<file path="src/rtl/tts_monitor_if.sv">
// Status/statistics bundle between a TTS monitor and its consumer.
// The optional tts_history port exists only when TTS_HISTORY_EN is defined.
interface tts_monitor_if #(
    parameter int CNT_WIDTH = 16
);
    logic [3:0]           tts_in;
    logic                 clear_counters;
    logic [3:0]           tts_code;
    logic                 state_ready;
    logic                 state_warning;
    logic                 state_sync_lost;
    logic                 state_error;
    logic                 state_disconnected;
    logic                 state_invalid;
    logic                 change_strobe;
    logic                 error_sticky;
    logic [CNT_WIDTH-1:0] error_count;
    logic [CNT_WIDTH-1:0] sync_lost_count;
    logic [CNT_WIDTH-1:0] warning_count;
    logic [CNT_WIDTH-1:0] busy_cycles;
`ifdef TTS_HISTORY_EN
    logic [15:0]          tts_history;
`endif

    modport master (
`ifdef TTS_HISTORY_EN
        input  tts_history,
`endif
        output tts_in, clear_counters,
        input  tts_code, state_ready, state_warning, state_sync_lost, state_error,
        input  state_disconnected, state_invalid, change_strobe, error_sticky,
        input  error_count, sync_lost_count, warning_count, busy_cycles
    );

    modport slave (
`ifdef TTS_HISTORY_EN
        output tts_history,
`endif
        input  tts_in, clear_counters,
        output tts_code, state_ready, state_warning, state_sync_lost, state_error,
        output state_disconnected, state_invalid, change_strobe, error_sticky,
        output error_count, sync_lost_count, warning_count, busy_cycles
    );
endinterface

</file>
<file path="src/rtl/tts_monitor.sv">
// Receive-side TTS monitor: 2-flop sync, debounce, one-hot decode, saturating stats.
// Define TTS_HISTORY_EN to add the 4-deep accepted-code history register.
module tts_monitor #(
    parameter int STABLE_CYCLES = 4,
    parameter int CNT_WIDTH     = 16
) (
    input  logic           clk,
    input  logic           reset,
    tts_monitor_if.slave   bus
);
    localparam logic [7:0]           LAST    = 8'(STABLE_CYCLES - 1);
    localparam logic [CNT_WIDTH-1:0] CNT_MAX = '1;

    localparam logic [3:0] C_READY = 4'b1000;
    localparam logic [3:0] C_WARN  = 4'b0001;
    localparam logic [3:0] C_SLOST = 4'b0010;
    localparam logic [3:0] C_ERROR = 4'b1100;

    logic [3:0]           sync1, sync2, cand, code_q;
    logic [7:0]           cnt;
    logic                 accept, strobe_q, sticky_q, new_bad;
    logic [CNT_WIDTH-1:0] err_q, slost_q, warn_q, busy_q;

    function automatic logic [CNT_WIDTH-1:0] sat_inc(input logic [CNT_WIDTH-1:0] v);
        return (v == CNT_MAX) ? v : v + 1'b1;
    endfunction

    // Anything not a named healthy/disconnected code counts as error-class.
    assign new_bad = !(cand inside {C_READY, C_WARN, C_SLOST, 4'b0000, 4'b1111});
    assign accept  = (sync2 == cand) && (cnt == LAST) && (cand != code_q);

    always_ff @(posedge clk or posedge reset) begin
        if (reset) begin
            sync1    <= '0;
            sync2    <= '0;
            cand     <= '0;
            cnt      <= '0;
            code_q   <= '0;
            strobe_q <= 1'b0;
        end else begin
            sync1    <= bus.tts_in;
            sync2    <= sync1;
            cand     <= sync2;
            if (sync2 != cand)
                cnt <= '0;
            else if (cnt < LAST)
                cnt <= cnt + 1'b1;
            strobe_q <= accept;
            if (accept)
                code_q <= cand;
        end
    end

    // Stats update on the acceptance edge, so they already reflect the entry
    // during the cycle change_strobe is high.
    always_ff @(posedge clk or posedge reset) begin
        if (reset) begin
            err_q    <= '0;
            slost_q  <= '0;
            warn_q   <= '0;
            busy_q   <= '0;
            sticky_q <= 1'b0;
        end else if (bus.clear_counters) begin
            err_q    <= '0;
            slost_q  <= '0;
            warn_q   <= '0;
            busy_q   <= '0;
            sticky_q <= accept && new_bad;
        end else begin
            if (accept && cand == C_ERROR) err_q   <= sat_inc(err_q);
            if (accept && cand == C_SLOST) slost_q <= sat_inc(slost_q);
            if (accept && cand == C_WARN)  warn_q  <= sat_inc(warn_q);
            if (code_q != C_READY)         busy_q  <= sat_inc(busy_q);
            if (accept && new_bad)         sticky_q <= 1'b1;
        end
    end

`ifdef TTS_HISTORY_EN
    logic [15:0] hist_q;

    always_ff @(posedge clk or posedge reset) begin
        if (reset)
            hist_q <= '0;
        else if (bus.clear_counters)
            hist_q <= '0;
        else if (accept)
            hist_q <= {hist_q[11:0], cand};
    end

    assign bus.tts_history = hist_q;
`endif

    always_comb begin
        bus.state_ready        = 1'b0;
        bus.state_warning      = 1'b0;
        bus.state_sync_lost    = 1'b0;
        bus.state_error        = 1'b0;
        bus.state_disconnected = 1'b0;
        bus.state_invalid      = 1'b0;
        case (code_q)
            C_READY:         bus.state_ready        = 1'b1;
            C_WARN:          bus.state_warning      = 1'b1;
            C_SLOST:         bus.state_sync_lost    = 1'b1;
            C_ERROR:         bus.state_error        = 1'b1;
            4'b0000, 4'b1111: bus.state_disconnected = 1'b1;
            default:         bus.state_invalid      = 1'b1;
        endcase
    end

    assign bus.tts_code        = code_q;
    assign bus.change_strobe   = strobe_q;
    assign bus.error_sticky    = sticky_q;
    assign bus.error_count     = err_q;
    assign bus.sync_lost_count = slost_q;
    assign bus.warning_count   = warn_q;
    assign bus.busy_cycles     = busy_q;
endmodule

</file>
<file path="src/flat_wrapper.sv">
// flat-port wrapper written by rule: the top's interface ports become plain ports
module tts_monitor_flat 
#(
    parameter int STABLE_CYCLES = 4,
    parameter int CNT_WIDTH     = 16
)
  (clk, reset, bus_tts_in, bus_clear_counters, bus_tts_code, bus_state_ready, bus_state_warning, bus_state_sync_lost, bus_state_error, bus_state_disconnected, bus_state_invalid, bus_change_strobe, bus_error_sticky, bus_error_count, bus_sync_lost_count, bus_warning_count, bus_busy_cycles);
  tts_monitor_if #(.CNT_WIDTH(CNT_WIDTH)) bus_i ();
  input  logic clk;
  input  logic reset;
  input wire logic [$bits(bus_i.tts_in)-1:0] bus_tts_in;
  input wire logic [$bits(bus_i.clear_counters)-1:0] bus_clear_counters;
  output wire logic [$bits(bus_i.tts_code)-1:0] bus_tts_code;
  output wire logic [$bits(bus_i.state_ready)-1:0] bus_state_ready;
  output wire logic [$bits(bus_i.state_warning)-1:0] bus_state_warning;
  output wire logic [$bits(bus_i.state_sync_lost)-1:0] bus_state_sync_lost;
  output wire logic [$bits(bus_i.state_error)-1:0] bus_state_error;
  output wire logic [$bits(bus_i.state_disconnected)-1:0] bus_state_disconnected;
  output wire logic [$bits(bus_i.state_invalid)-1:0] bus_state_invalid;
  output wire logic [$bits(bus_i.change_strobe)-1:0] bus_change_strobe;
  output wire logic [$bits(bus_i.error_sticky)-1:0] bus_error_sticky;
  output wire logic [$bits(bus_i.error_count)-1:0] bus_error_count;
  output wire logic [$bits(bus_i.sync_lost_count)-1:0] bus_sync_lost_count;
  output wire logic [$bits(bus_i.warning_count)-1:0] bus_warning_count;
  output wire logic [$bits(bus_i.busy_cycles)-1:0] bus_busy_cycles;
  assign bus_i.tts_in = bus_tts_in;
  assign bus_i.clear_counters = bus_clear_counters;
  assign bus_tts_code = bus_i.tts_code;
  assign bus_state_ready = bus_i.state_ready;
  assign bus_state_warning = bus_i.state_warning;
  assign bus_state_sync_lost = bus_i.state_sync_lost;
  assign bus_state_error = bus_i.state_error;
  assign bus_state_disconnected = bus_i.state_disconnected;
  assign bus_state_invalid = bus_i.state_invalid;
  assign bus_change_strobe = bus_i.change_strobe;
  assign bus_error_sticky = bus_i.error_sticky;
  assign bus_error_count = bus_i.error_count;
  assign bus_sync_lost_count = bus_i.sync_lost_count;
  assign bus_warning_count = bus_i.warning_count;
  assign bus_busy_cycles = bus_i.busy_cycles;
  tts_monitor #(.STABLE_CYCLES(STABLE_CYCLES), .CNT_WIDTH(CNT_WIDTH)) u_core (.clk(clk), .reset(reset), .bus(bus_i));
endmodule
</file>
<file path="config.mk">
export PLATFORM = sky130hd
export DESIGN_NAME = tts_monitor_flat
export DESIGN_NICKNAME = d
export VERILOG_FILES = /design/src/rtl/tts_monitor_if.sv /design/src/rtl/tts_monitor.sv /design/src/flat_wrapper.sv
export SDC_FILE = /design/constraint.sdc
export NUM_CORES = 1
export LEC_CHECK = 0
export BUFFER_PORTS_ARGS = -buffer_cell sky130_fd_sc_hd__clkbuf_2
export CORE_ASPECT_RATIO = 1.25
export CORE_MARGIN = 3
export CORE_UTILIZATION = 55
export CTS_CLUSTER_DIAMETER = 200
export CTS_CLUSTER_SIZE = 25
export DETAILED_ROUTE_END_ITERATION = 10
export PLACE_DENSITY_LB_ADDON = 0.3
export SYNTH_ARGS = -nofsm -noshare
export SYNTH_HDL_FRONTEND = slang
export SYNTH_SLANG_ARGS = --single-unit
export TNS_END_PERCENT = 5
</file>
<file path="constraint.sdc">
create_clock -name clk -period 3.38 [get_ports clk]
set_input_delay 0.507 -clock clk [delete_from_list [all_inputs] [get_ports clk]]
set_output_delay 0.507 -clock clk [all_outputs]
set_load 0.02 [all_outputs]
</file>
==> impl_metrics.tcl <==
set metrics [dict create \
    synth_edf_count 0 \
    syn_nets 499 \
    p_sw_uw 465 \
    synth_largest_area_cell "dfrtp_1" \
    power_frac_seq_pct 57.3 \
    drv_slew 0 \
    critPathCaptureType "flip-flop" \
    grt_setup_unrepaired "no" \
    die-area_mm2 0.00973 \
    fin_skew_ns 0.0173 \
    multiInputGateArea_mm2 0.00226 \
    initial_core_util_pct 56.9 \
    synth_top_area_share_pct 47.8 \
    io_pins 83 \
    swShare_pct 24.2 \
    crit_fanout 44 \
    worstPathCellList "xor2_2, nor4_4, nand3_4, or4_1, a21oi_1" \
    drt-pass1-iter-count 7 \
    synthTopCellsByArea "dfrtp_1 48%, a21oi_1 5.0%, or4_1 4.1%" \
    diodes 0 \
    ys_ff_latch 90 \
    drv_cap 0 \
    core_mm2 0.00829 \
    htreeDepth 3 \
    rows 37 \
    synthCells 487 \
    top_usage_layer "met2" \
    avgSynthCellArea_um2 9.68 \
    critPathKind "reg -> reg" \
    routed_wirelength_um 10300 \
    remaining_drc_errors 0 \
    use_met1_pct 29.7 \
    pwr-share-clk_pct 38.6 \
    synth.most_common_cell "dfrtp_1" \
    syn2layout_area_growth_pct 13.8 \
    crit_path_start_kind "flip-flop" \
    setup.worst_path.start "u_core.cand[1]" \
    tightest_slew_ns 0.930 \
    wl_per_cell_um 15.6 \
    min_period_over_period_pct 76.4 \
    rr_startpoint "u_core.cand[1]" \
    synthTopCellsByCount "90 x dfrtp_1, 47 x a21oi_1, 30 x nor2_1" \
    max_stage_delay_ns 0.63 \
    relSlewSlack_pct 38.0 \
    max_freq_ghz 0.387 \
    gp_congestion 0.863 \
    synth_warnings 0 \
    hold_viol 0 \
    post-place-ws_ns 0.808 \
    register_area_mm2 0.00225 \
    worst-endpoint-required_ns 3.64 \
    grt_pass1_wl_um 18100 \
    grt_antenna_before_repair 0 \
    post_cts_resized 0 \
    cts-buffers-inserted 9 \
    synth_cell_types 52 \
    met2_usage_pct 37.9 \
    synthFlopType "dfrtp_1" \
    fin_setup_tns_ns 0 \
    cts_buffer_depth 2 \
    cts_tree "done" \
    power_uw 1920 \
    final_nets 572 \
    grt_usage_pct 23.1 \
    p_leak_uw 0.00221 \
    grt_max_degree 45 \
    clock-sinks 90 \
    power_density_mw_per_mm2 358 \
    hold_path_class "in -> async" \
    clock-root-buffer "clkbuf_8" \
    ant_nets 0 \
    cts_hold_buffers 0 \
    layout_setup_ws_ns 0.796 \
    hpwl_um 7360 \
    arrival_ns 2.84 \
    drt_iter0_markers 175 \
    max-vdd-ir-drop_mv 0.240 \
    die_w_um 88.8 \
    setup-violations-final 0 \
    final_core_util_pct 64.8 \
    portBuffers 82 \
    min_period_ns 2.58 \
    netlist_area_mm2 0.00472 \
    grt_pass1_vias 3939 \
    met3_usage_pct 3.97 \
    ys_seq_area_share_pct 47.8 \
    status "completed" \
    internal-power_uw 1460 \
    die_h_um 110 \
    gr-total-overflow 0 \
    p_comb_share_pct 4.1 \
    async_flop_share_pct 100 \
    drive_gt1_share_pct 22.1 \
    cts_setup_buffers 0 \
    via_per_inst 6.15 \
    clk_latency_ns 0.37 \
    crit_slowest_cell "or4_1" \
    vias 4073 \
    n_fill_cell 673 \
    cts.clk_slew.worst_paths_ns 0.10 \
]
[path summary, 6_finish.rpt]
check                                                      end  slack, ns  depth (start not counted)
worst min-delay path            u_core.bus.sync_lost_count[14]       0.16                          2
min in group clk                               u_core.sync1[1]       0.25                          1
max in group asynchronous          u_core.bus.warning_count[8]       2.42                          3
worst max-delay path               u_core.bus.warning_count[3]       0.80                          5
worst max register to register     u_core.bus.warning_count[3]       0.80                          5
worst min register to register                 u_core.sync2[2]       0.36                          0
[power by group through the flow]
| stage | Clock (uW) | Combinational (uW) | Sequential (uW) |
|---|---|---|---|
| after floorplan | 0 | 60.0 | 1120 |
| after global placement | 0 | 79.0 | 1120 |
| after detailed placement | 0 | 81.7 | 1120 |
| after CTS | 762 | 81.8 | 1100 |
| after global routing | 803 | 90.2 | 1100 |
| final | 742 | 79.0 | 1100 |
[cell families after synthesis]
logic type / after synthesis / share of synthesized area (%)
xor gates and xnor gates: 25 / 4.80
AOI/OAI and AO/OA: 105 / 13.4
and+or+nand+nor: 210 / 26.5
buffers and inverters: 43 / 4.22
DFF: 90 / 47.8
muxes: 8 / 1.83
adders and majority gates: 6 / 1.54
[sequential cells by signal, indices dropped and copies added, names as in the netlist]
| signal | flops |
|---|---|
| u_core.bus.error_count | 16 |
| u_core.bus.busy_cycles | 16 |
| u_core.cnt | 8 |
| u_core.bus.warning_count | 16 |
| u_core.bus.error_sticky | 1 |
| u_core.cand | 4 |
| u_core.sync2 | 4 |
| u_core.bus.tts_code | 4 |
| u_core.sync1 | 4 |
| u_core.bus.sync_lost_count | 16 |
| u_core.bus.change_strobe | 1 |
[area by class of cell]
cell class,instances,share of cell area [%]
tap,97,2.26
timing repair buffer,90,8.77
clock buffer,9,2.31
sequential,90,42.0
inverter,15,1.07
multi-input combinational,354,42.2
clock inverter,7,1.42
[layout by cell type (no fill, tap or decap), drive strengths merged, types with 8 or more instances in the layout]
master | netlist | routed
nor2 | 31 | 31
or4 | 27 | 27
a21oi | 47 | 47
or3 | 23 | 23
nand4 | 23 | 23
and2 | 8 | 8
inv | 15 | 16
o21ai | 21 | 21
clkbuf | 13 | 91
nor3 | 11 | 11
o31ai | 24 | 24
nand2 | 28 | 28
xnor2 | 20 | 20
dfrtp | 90 | 90
nand3 | 28 | 28
buf | 15 | 8
[metal layers]
layer | wire length [um] | vias up | part of all wire (%)
met5 | 0 | - | 0
met4 | 235 | 0 | 2.3
met3 | 582 | 17 | 5.6
li1 | - | 1958 | -
met2 | 5060 | 124 | 49
met1 | 4470 | 1974 | 43
[worst max-delay path, delay by kind of cell, from the launching register on]
| family | cells | cell delay (ns) |
|---|---|---|
| XOR/XNOR | 1 | 0.19 |
| flip-flops | 1 | 0.48 |
| AO/OA/AOI/OAI | 1 | 0.18 |
| AND/OR/NAND/NOR | 3 | 1.63 |
[through the flow]
stage               hold WS, ns  instances  instance area [um^2]
floorplan                 0.331        487                  4720
global placement          0.333        646                  5170
detailed placement        0.336        646                  5170
CTS                       0.170        662                  5370
global route              0.191        662                  5370
finish                    0.160        662                  5370
(Power assumes the default switching activity.)
